### src/rtl/cpu_clock_ctrl.sv
// ---------------------------------------------------------------------------
// cpu_clock_ctrl
//
// Generates a single-cycle clock-enable strobe (cpu_ce) for the Z80 core from
// the system clock, so the core runs in the clk domain instead of from a
// derived clock. Four modes are loaded through cfg_load: stop, continuous run
// at a programmable divide rate, single-step from an external button level,
// and an N-strobe burst.
//
// Parameters:
//   DIV_W    width of the divisor (strobe period is div+1 clk cycles)
//   BURST_W  width of the burst length
//   CNT_W    width of the issued-strobe counter
//
// Ports:
//   clk        system clock, rising edge
//   reset_n    asynchronous active-low reset
//   mode       00 stop, 01 run, 10 step, 11 burst (taken on cfg_load)
//   div        divisor (taken on cfg_load)
//   burst_len  strobes per burst (taken on cfg_load)
//   cfg_load   one-cycle pulse: latch configuration and (re)start the mode
//   step_req   asynchronous level; each rising edge requests one step strobe
//   hold       WAIT-style pause: freezes counting and suppresses strobes
//   cpu_ce     registered one-cycle clock-enable strobe
//   busy       registered, high while the controller is not idle
//   done       registered one-cycle pulse when a burst completes
//   ce_count   registered count of issued strobes, wraps naturally
// ---------------------------------------------------------------------------
module cpu_clock_ctrl #(
  parameter int DIV_W   = 16,
  parameter int BURST_W = 8,
  parameter int CNT_W   = 16
) (
  input  logic               clk,
  input  logic               reset_n,
  input  logic [1:0]         mode,
  input  logic [DIV_W-1:0]   div,
  input  logic [BURST_W-1:0] burst_len,
  input  logic               cfg_load,
  input  logic               step_req,
  input  logic               hold,
  output logic               cpu_ce,
  output logic               busy,
  output logic               done,
  output logic [CNT_W-1:0]   ce_count
);

  localparam logic [1:0] MODE_STOP  = 2'b00;
  localparam logic [1:0] MODE_RUN   = 2'b01;
  localparam logic [1:0] MODE_STEP  = 2'b10;
  localparam logic [1:0] MODE_BURST = 2'b11;

  typedef enum logic [1:0] {
    IDLE,
    RUN,
    STEP_ARM,
    BURST
  } state_t;

  state_t             state;
  logic [DIV_W-1:0]   div_q;
  logic [DIV_W-1:0]   div_cnt;
  logic [BURST_W-1:0] burst_rem;
  logic               step_s1;
  logic               step_s2;
  logic               step_s3;
  logic               step_pend;
  logic               step_edge;
  logic               term_cnt;

  // step_s3 is the previous synchronized value; a 0->1 step between s3 and
  // s2 is one button press.
  assign step_edge = step_s2 & ~step_s3;
  assign term_cnt  = (div_cnt == div_q);

  // Two-flop synchronizer for the asynchronous step_req level, plus the
  // edge-detect flop. It runs in every state so an old level never looks
  // like a fresh edge when step mode is entered.
  always_ff @(posedge clk or negedge reset_n) begin
    if (!reset_n) begin
      step_s1 <= 1'b0;
      step_s2 <= 1'b0;
      step_s3 <= 1'b0;
    end else begin
      step_s1 <= step_req;
      step_s2 <= step_s1;
      step_s3 <= step_s2;
    end
  end

  // Control FSM. cfg_load has absolute priority: it restarts the selected
  // mode even during hold and swallows any strobe due in the same cycle.
  // busy is the registered "not idle" flag, so it trails the state by one
  // cycle and stays high through the final burst strobe.
  always_ff @(posedge clk or negedge reset_n) begin
    if (!reset_n) begin
      state     <= IDLE;
      div_q     <= '0;
      div_cnt   <= '0;
      burst_rem <= '0;
      step_pend <= 1'b0;
      cpu_ce    <= 1'b0;
      busy      <= 1'b0;
      done      <= 1'b0;
    end else begin
      busy   <= (state != IDLE);
      cpu_ce <= 1'b0;
      done   <= 1'b0;
      if (cfg_load) begin
        div_q     <= div;
        div_cnt   <= '0;
        burst_rem <= burst_len;
        step_pend <= 1'b0;
        case (mode)
          MODE_STOP: state <= IDLE;
          MODE_RUN:  state <= RUN;
          MODE_STEP: state <= STEP_ARM;
          MODE_BURST: begin
            // An empty burst completes immediately without a strobe.
            if (burst_len != '0) begin
              state <= BURST;
            end else begin
              state <= IDLE;
              done  <= 1'b1;
            end
          end
        endcase
      end else begin
        case (state)
          IDLE: begin
          end
          RUN: begin
            if (!hold) begin
              if (term_cnt) begin
                cpu_ce  <= 1'b1;
                div_cnt <= '0;
              end else begin
                div_cnt <= div_cnt + DIV_W'(1);
              end
            end
          end
          BURST: begin
            if (!hold) begin
              if (term_cnt) begin
                cpu_ce    <= 1'b1;
                div_cnt   <= '0;
                burst_rem <= burst_rem - BURST_W'(1);
                if (burst_rem == BURST_W'(1)) begin
                  done  <= 1'b1;
                  state <= IDLE;
                end
              end else begin
                div_cnt <= div_cnt + DIV_W'(1);
              end
            end
          end
          STEP_ARM: begin
            // One request can wait out a hold; edges arriving while it
            // waits are dropped rather than queued.
            if (step_pend && !hold) begin
              cpu_ce    <= 1'b1;
              step_pend <= 1'b0;
            end else if (step_edge) begin
              step_pend <= 1'b1;
            end
          end
        endcase
      end
    end
  end

  // Strobe counter: counts each cycle in which cpu_ce was high.
  always_ff @(posedge clk or negedge reset_n) begin
    if (!reset_n) begin
      ce_count <= '0;
    end else if (cpu_ce) begin
      ce_count <= ce_count + CNT_W'(1);
    end
  end

endmodule

### config.mk
export PLATFORM = sky130hd
export DESIGN_NAME = cpu_clock_ctrl
export DESIGN_NICKNAME = d
export VERILOG_FILES = /design/src/rtl/cpu_clock_ctrl.sv
export SDC_FILE = /design/constraint.sdc
export NUM_CORES = 1
export LEC_CHECK = 0
export BUFFER_PORTS_ARGS = -buffer_cell sky130_fd_sc_hd__buf_2
export CAP_MARGIN = 5
export CORE_ASPECT_RATIO = 0.8
export CORE_MARGIN = 5
export CORE_UTILIZATION = 60
export CTS_CLUSTER_DIAMETER = 60
export DETAILED_ROUTE_END_ITERATION = 10
export HOLD_SLACK_MARGIN = 0.15
export PLACE_DENSITY = 0.84
export SYNTH_ARGS = -nofsm -noshare
export SYNTH_HDL_FRONTEND = slang
export SYNTH_SLANG_ARGS = --single-unit
### constraint.sdc
create_clock -name clk -period 3.8 [get_ports clk]
set_input_delay 0.95 -clock clk [delete_from_list [all_inputs] [get_ports clk]]
set_output_delay 0.95 -clock clk [all_outputs]
set_load 0.01 [all_outputs]
==> run summary, run 1 <==
Status = complete, no violations
Nets = 383
Cell area power density = 420 mW/mm2
CTS root buf = clkbuf_8
Clock slew at reported path FFs = 0.07 ns
Post-Syn Area = 0.00316 mm2
Resized cells post-CTS = 0
Chip width = 91.1 um
Syn Area/Cell = 10.6 um2
Tmin final = 2.74 ns
Initial core utilization = 0.623
Max VDD drop = 0.000377 V
Vias in the first global route = 2470
Worst hold start = step_s1
Worst Hold Path EP = step_s2
Largest net degree at the start of global routing = 42
DRT Pass-1 Iters = 4
Routability cong. = 0.869
Hold path cells = 0
Core area = 0.00506 mm2
First-pass GRT wire length = 12100 um
Share of cells above drive strength 1 = 0.263
#FFs+latches synth = 65
CTS Buf Count = 9
Hold Vio Cnt, Final = 0
Final Cycle Share = 0.722
Post-Syn Nets = 332
Clock sink count = 65
Data arrival time of the worst path = 2.97 ns
Mapped Cells = 297
DRT iter0 DRCs = 189
Crit Path Max Fanout = 22
Syn-to-layout area delta = 16.1%
Cell family with most CP delay = simple AND/OR/NAND/NOR gates
Cts hold-fix bufs = 0
R2r setup slk = 1.06 ns
Number of flops mapped to enable cells by yosys = 0
Netlist cell types = 40
Diode count = 0
Startpoint Class = register
H-tree lvl count = 3
Maxcap violations = 0
Max Root-Sink Buffers = 2
Ports = 50
Row count = 23
Critical path type = reg -> reg
Critical Path RT = 4.03 ns
Initial antenna violation count = 0
Via/cell ratio = 6.04
Normalized max-slew margin = 0.408
Final-report max-slew violation count = 0
Post-route setup slack = 1.06 ns
CTS tree = yes
Post CTS Setup Buffer Count = 0
Clock Latency Late Sink = 0.35 ns
Die H = 74.9 um
Total Power = 1.54 mW
YS warnings = 0
Full die area = 0.00682 mm2
Crit path max-delay cell type = nand4_1
Commonest non-fill, non-tap cell in the layout = dfrtp_1
Post-DP HPWL = 5170 um
Post-DRT Antenna Nets = 0
Worst reg2reg endpoint = burst_rem[0]
Worst-Margin Slew = 0.885 ns
Top FF cell, synth = dfrtp_1
Leakage = 1.72 nW
Critical path cell sequence = xor2_1, nor4_2, nand4_1, or2_2, a221o_1
Commonest non-fill, non-tap cells in the layout = dfrtp_1, buf_2, xor2_1
Final setup TNS = 0 ns
Port Buf Inserts = 49
Crit. End Element = register
DP Worst Slack = 1.09 ns
Setup Skew = 0.0100 ns
Asr flop ratio synth = 1.00
Final WL = 7250 um
Final setup viols = 0
R2R depth = 5
Residual DRC count = 0
GR Overflow Total = 0
Min-Delay Path Class = reg -> reg
All-layer global routing usage = 0.227
Average routed wire per standard cell = 17.5 um
Achievable frequency = 364 MHz
Fillers = 380
Worst reg2reg startpoint = div_cnt[7]
Slowest stage delay, CP = 0.74 ns
Post-synthesis sequential area ratio = 0.515
Unrepaired setup endpoints after global routing = false
Bufs and invs on worst path = 0
Total vias in the final route = 2506
==> layout make-up <==
class	count	area (um2)	share of cell area
flip-flops and latches	65	1630	0.444
clock buffers	11	141	0.0386
well taps	62	77.6	0.0212
repair buffers	53	275	0.0751
inverters	4	15.0	0.00410
clock inverters	5	78.8	0.0215
multi-input cells	215	1450	0.395
==> cell usage after synthesis (2+ instances only) <==
| cell | number | share of area |
|---|---|---|
| a21oi_1 | 4 | 0.0063 |
| a31oi_1 | 9 | 0.018 |
| and2_1 | 3 | 0.0059 |
| and3_1 | 5 | 0.0099 |
| and4_1 | 3 | 0.0083 |
| buf_2 | 2 | 0.0032 |
| buf_6 | 2 | 0.0071 |
| clkbuf_1 | 9 | 0.011 |
| dfrtp_1 | 65 | 0.52 |
| ha_1 | 4 | 0.016 |
| inv_1 | 4 | 0.0048 |
| mux2_2 | 17 | 0.061 |
| nand2_1 | 21 | 0.025 |
| nand3_1 | 22 | 0.035 |
| nand4_1 | 10 | 0.020 |
| nor2_1 | 27 | 0.032 |
| nor3_1 | 4 | 0.0063 |
| nor4_1 | 8 | 0.016 |
| o21ai_0 | 7 | 0.011 |
| o31ai_1 | 3 | 0.0071 |
| or2_2 | 3 | 0.0059 |
| or3_1 | 5 | 0.0099 |
| or4_1 | 2 | 0.0048 |
| or4b_2 | 3 | 0.0095 |
| xnor2_1 | 13 | 0.036 |
| xor2_1 | 28 | 0.078 |
==> worst max-delay path by stage <==
stage                           from            to  slack, ns  cells after the start
after floorplan             cfg_load    div_cnt[9]       1.61                      7
after global placement    div_cnt[8]  burst_rem[0]       1.23                      5
after detailed placement  div_cnt[7]  burst_rem[0]       1.09                      5
after CTS                 div_cnt[7]  burst_rem[0]       1.09                      5
after global routing      div_cnt[7]  burst_rem[0]       0.86                      5
final                     div_cnt[7]  burst_rem[0]       1.06                      5
==> sequential cells by signal (all words and copies together) (netlist names) <==
signal / count
step_s3: 1
cpu_ce: 1
step_s1: 1
step_pend: 1
div_cnt: 16
div_q: 16
ce_count: 16
burst_rem: 8
done: 1
busy: 1
state: 2
step_s2: 1
==> stage by stage <==
stage | hold WS (ns) | area [um2] | instances | utilization
after floorplan | 0.331 | 3160 | 297 | -
after global placement | 0.340 | 3440 | 399 | 0.680
after detailed placement | 0.358 | 3440 | 399 | 0.680
after CTS | 0.366 | 3660 | 415 | 0.723
after global routing | 0.371 | 3660 | 415 | 0.723
final | 0.371 | 3660 | 415 | 0.723
==> logic make-up (layout without fill, tap and decap cells) <==
group,count (synthesis),count (layout),share of synthesized area
fa+ha+maj,4,4,0.0159
compound gates,32,32,0.0674
flops,65,65,0.515
xor+xnor,41,41,0.114
simple gates,121,121,0.201
mux,17,17,0.0606
buf+inv,17,73,0.0258
==> power by group <==
| part | switching (mW) | internal (mW) |
|---|---|---|
| clock | 0.270 | 0.386 |
| combinational | 0.0683 | 0.0557 |
| sequential | 0.0342 | 0.725 |
==> routing by layer <==
layer,GRT usage,routed length [um],vias up
met5,0,0,-
met4,0.0798,117,0
met3,0.0779,558,13
met2,0.379,3540,90
met1,0.281,3040,1238
li1,-,-,1165
Power figures use the tool's default switching activity.
==> run 2, diff against run 1 <==
--- a/config.mk
+++ b/config.mk
@@ -9,11 +9,11 @@
 export CAP_MARGIN = 5
 export CORE_ASPECT_RATIO = 0.8
 export CORE_MARGIN = 5
-export CORE_UTILIZATION = 60
+export CORE_UTILIZATION = 56
 export CTS_CLUSTER_DIAMETER = 60
 export DETAILED_ROUTE_END_ITERATION = 10
 export HOLD_SLACK_MARGIN = 0.15
-export PLACE_DENSITY = 0.84
+export PLACE_DENSITY = 0.79
 export SYNTH_ARGS = -nofsm -noshare
 export SYNTH_HDL_FRONTEND = slang
 export SYNTH_SLANG_ARGS = --single-unit
==> constraint.sdc (replaced) <==
create_clock -name clk -period 2.65 [get_ports clk]
set_input_delay 0.6625 -clock clk [delete_from_list [all_inputs] [get_ports clk]]
set_output_delay 0.6625 -clock clk [all_outputs]
set_load 0.01 [all_outputs]
==> run summary, run 2 (synthesized netlist as in run 1, its figures left out) <==
Status = complete, no violations
Finished Cell Area = 0.00365 mm2
Post-DP Area = 0.00349 mm2
Final WL = 6610 um
Die H = 77.2 um
Fin Hold WS = 0.319 ns
Clock Latency Late Sink = 0.35 ns
GR Overflow Total = 0
Initial core utilization = 0.578
Final setup TNS = 0 ns
Port Buf Inserts = 49
CTS root buf = clkbuf_8
Unrepaired setup endpoints after global routing = false
Crit. End Element = register
Post-DP HPWL = 4830 um
Layout Utilization = 0.668
Syn-to-layout area delta = 15.7%
DRT iter0 DRCs = 179
Via/cell ratio = 5.61
Critical path type = reg -> reg
Post-DRT Antenna Nets = 0
Average routed wire per standard cell = 15.3 um
Max Root-Sink Buffers = 2
Cell area power density = 540 mW/mm2
Worst reg2reg endpoint = burst_rem[3]
Residual DRC count = 0
Clock power share = 0.360
CTS Buf Count = 9
Worst reg2reg startpoint = div_cnt[3]
Sw power = 0.516 mW
Chip width = 93.9 um
Largest net degree at the start of global routing = 41
DRT Pass-1 Iters = 4
R2R depth = 6
Normalized max-slew margin = 0.592
Seq pwr share = 0.549
Achievable frequency = 440 MHz
Clock slew at reported path FFs = 0.07 ns
Maxcap violations = 0
Tmin final = 2.27 ns
Data arrival time of the worst path = 2.54 ns
Critical Path RT = 2.92 ns
Full die area = 0.00725 mm2
All-layer global routing usage = 0.199
Leakage = 1.70 nW
Final-report max-slew violation count = 0
CTS tree = yes
Nets = 385
Hold Vio Cnt, Final = 0
Commonest non-fill, non-tap cells in the layout = dfrtp_1, buf_2, xor2_1
Switch share = 0.261
Total vias in the final route = 2430
Ports = 50
Resized cells post-CTS = 0
Diode count = 0
Comb pwr share = 0.091
Post CTS Setup Buffer Count = 0
R2r setup slk = 0.38 ns
Largest regs = ce_count (16), div_cnt (16), div_q (16)
Clock sink count = 65
Power Internal = 1.46 mW
Commonest non-fill, non-tap cell in the layout = dfrtp_1
Vias in the first global route = 2338
Min-Delay Path Class = in -> async
Core area = 0.00547 mm2
Crit Path Max Fanout = 29
Routability cong. = 0.830
First-pass GRT wire length = 11200 um
Initial antenna violation count = 0
Max VDD drop = 0.000377 V
Final Cycle Share = 0.858
Setup Skew = 0.00671 ns
Share of cells above drive strength 1 = 0.268
H-tree lvl count = 3
Startpoint Class = register
Cts hold-fix bufs = 0
Final setup viols = 0
Row count = 24
Worst-Margin Slew = 0.613 ns
## run 2: changes by cell type in the layout (fill, tap and decap cells not counted), sizes merged
cell and delta:
buf +2, bufinv -2, clkinvlp +2, clkbuf -1, clkinv +1
## run 2: per-stage QoR
| stage | setup WS, ns | power (mW) | std cells |
|---|---|---|---|
| finish | 0.377 | 1.97 | 433 |
| global route | 0.267 | 2.06 | 433 |
| CTS | 0.364 | 1.99 | 433 |
| detailed placement | 0.415 | 1.28 | 417 |
| global placement | 0.453 | 1.27 | 417 |
| floorplan | 0.749 | 1.19 | 297 |
## run 2: power groups by stage
stage	Combinational (mW)	Clock [mW]	Sequential (mW)
6_report	0.179	0.711	1.08
5_1_grt	0.202	0.768	1.09
4_1_cts	0.182	0.729	1.08
3_5_place_dp	0.181	0	1.10
3_3_place_gp	0.173	0	1.10
2_1_floorplan	0.102	0	1.09
## run 2: layout make-up
type	instances	area, um2
fill	450	1810
sequential	65	1630
multi-input combinational	215	1450
timing repair buffer	55	303
clock buffer	10	128
tap	78	97.6
clock inverter	6	35.0
inverter	4	15.0
## run 2: layer usage
| layer | track usage | vias to the layer above | wire, um |
|---|---|---|---|
| met5 | 0 | - | 0 |
| li1 | - | 1171 | - |
| met4 | 0.0606 | 0 | 91 |
| met1 | 0.274 | 1155 | 2980 |
| met2 | 0.287 | 98 | 2950 |
| met3 | 0.0793 | 6 | 575 |
## run 2: how the worst max path moves through the flow
stage	startpoint	endpoint	slack (ns)	cells past startpoint
finish	div_cnt[3]	burst_rem[3]	0.38	6
global route	div_cnt[3]	burst_rem[3]	0.27	6
CTS	div_cnt[3]	burst_rem[3]	0.36	6
detailed placement	div_cnt[3]	burst_rem[3]	0.41	6
global placement	div_cnt[3]	done	0.45	6
floorplan	cfg_load	div_cnt[9]	0.75	7
## run 2: worst max-delay path, stage by stage (launching register included)
cell	delay (ns)
dfrtp_1	0.46
xor2_1	0.19
nor4_1	0.41
nand4_1	0.14
buf_4	0.25
or4_1	0.54
a31oi_1	0.19
==> run 3, diff against run 2 <==
--- a/config.mk
+++ b/config.mk
@@ -9,11 +9,11 @@
 export CAP_MARGIN = 5
 export CORE_ASPECT_RATIO = 0.8
 export CORE_MARGIN = 5
-export CORE_UTILIZATION = 56
+export CORE_UTILIZATION = 60
 export CTS_CLUSTER_DIAMETER = 60
 export DETAILED_ROUTE_END_ITERATION = 10
 export HOLD_SLACK_MARGIN = 0.15
-export PLACE_DENSITY = 0.79
+export PLACE_DENSITY = 0.84
 export SYNTH_ARGS = -nofsm -noshare
 export SYNTH_HDL_FRONTEND = slang
 export SYNTH_SLANG_ARGS = --single-unit
==> constraint.sdc (replaced) <==
create_clock -name clk -period 2.7 [get_ports clk]
set_input_delay 0.675 -clock clk [delete_from_list [all_inputs] [get_ports clk]]
set_output_delay 0.675 -clock clk [all_outputs]
set_load 0.01 [all_outputs]
==> run summary, run 3 (synthesized netlist as in run 1, its figures left out) <==
Status = complete, no violations
Total vias in the final route = 2471
Full die area = 0.00682 mm2
Fin Hold WS = 0.351 ns
Layout Utilization = 0.720
Via/cell ratio = 5.93
Unrepaired setup endpoints after global routing = false
Achievable frequency = 437 MHz
Tmin final = 2.29 ns
Cell area power density = 544 mW/mm2
Max VDD drop = 0.000414 V
Hold path cells = 0
DP Cell Count = 401
Share of cells above drive strength 1 = 0.262
Critical Path RT = 2.96 ns
Post-route setup slack = 0.414 ns
Chip width = 91.1 um
Data arrival time of the worst path = 2.55 ns
GR Overflow Total = 0
Normalized max-slew margin = 0.516
Vias in the first global route = 2552
All-layer global routing usage = 0.228
H-tree lvl count = 3
Commonest non-fill, non-tap cell in the layout = dfrtp_1
Largest regs = ce_count (16), div_cnt (16), div_q (16)
Post CTS Setup Buffer Count = 0
Ports = 50
Clock Latency Late Sink = 0.34 ns
DRT iter0 DRCs = 248
Maxcap violations = 0
Diode count = 0
Core area = 0.00506 mm2
DRT Pass-1 Iters = 4
Commonest non-fill, non-tap cells in the layout = dfrtp_1, buf_2, xor2_1
Initial antenna violation count = 0
Post-DRT Antenna Nets = 0
Largest net degree at the start of global routing = 35
Initial core utilization = 0.623
Worst-Margin Slew = 0.725 ns
Max Root-Sink Buffers = 2
Average routed wire per standard cell = 17.2 um
Final WL = 7160 um
Final Cycle Share = 0.847
Setup Skew = 0.00722 ns
R2R depth = 6
Syn-to-layout area delta = 15.5%
Clock slew at reported path FFs = 0.07 ns
CTS Buf Count = 9
First-pass GRT wire length = 12100 um
Leakage = 1.71 nW
Crit Path Max Fanout = 29
Fillers = 367
Post-DP HPWL = 5070 um
Hold Vio Cnt, Final = 0
Critical path type = reg -> reg
Final-report max-slew violation count = 0
Port Buf Inserts = 49
CTS root buf = clkbuf_8
DP Worst Slack = 0.490 ns
Finished Layout Cells = 417
Crit. End Element = register
Final setup viols = 0
CTS tree = yes
Min-Delay Path Class = reg -> reg
Final setup TNS = 0 ns
Nets = 385
Row count = 23
Clock sink count = 65
Routability cong. = 0.907
Residual DRC count = 0
Resized cells post-CTS = 0
Die H = 74.9 um
Startpoint Class = register
Cts hold-fix bufs = 0
run 3: changes by cell type in the layout (fill, tap and decap cells not counted), sizes merged:
cell,change
clkinv,-3
clkbuf,+4
clkinvlp,-1
run 3: path summary, 6_finish.rpt:
check	endpoint	start	slack (ns)
max reg2reg	burst_rem[3]	div_cnt[3]	0.41
max	burst_rem[3]	div_cnt[3]	0.41
min reg2reg	step_s2	step_s1	0.35
max in group asynchronous	div_q[5]	reset_n	1.67
min in group asynchronous	ce_count[3]	reset_n	0.39
min	step_s2	step_s1	0.35
run 3: where the power goes:
part	internal [mW]	switching (mW)
combinational	0.0827	0.0957
clock	0.383	0.356
sequential	1.02	0.0438
total	1.49	0.496
run 3: cell type report:
class | instances | area [um2] | share of cell area
Timing Repair Buffer | 55 | 303 | 0.0830
Sequential cell | 65 | 1630 | 0.446
Tap cell | 62 | 77.6 | 0.0213
Inverter | 4 | 15.0 | 0.00412
Clock buffer | 14 | 163 | 0.0446
Multi-Input combinational cell | 215 | 1450 | 0.397
Clock inverter | 2 | 12.5 | 0.00343
run 3: worst max-delay path, stage by stage (launching register included):
cell     delay, ns
dfrtp_1       0.46
xor2_1        0.20
nor4_1        0.44
nand4_1       0.14
buf_4         0.25
or4_1         0.52
a31oi_1       0.18
run 3: per-stage QoR:
step                      area, um2  total power, mW
after CTS                      3650             2.00
after floorplan                3160             1.17
final                          3650             1.98
after global routing           3650             2.09
after global placement         3470             1.25
after detailed placement       3470             1.26
run 3: per-layer routing:
metal  global-route usage  wire length [um]  up-vias
li1                     -                 -     1162
met1                0.291              3060     1188
met2                0.356              3320      109
met3               0.0809               659       12
met4                0.104               115        0
met5                    0                 0        -
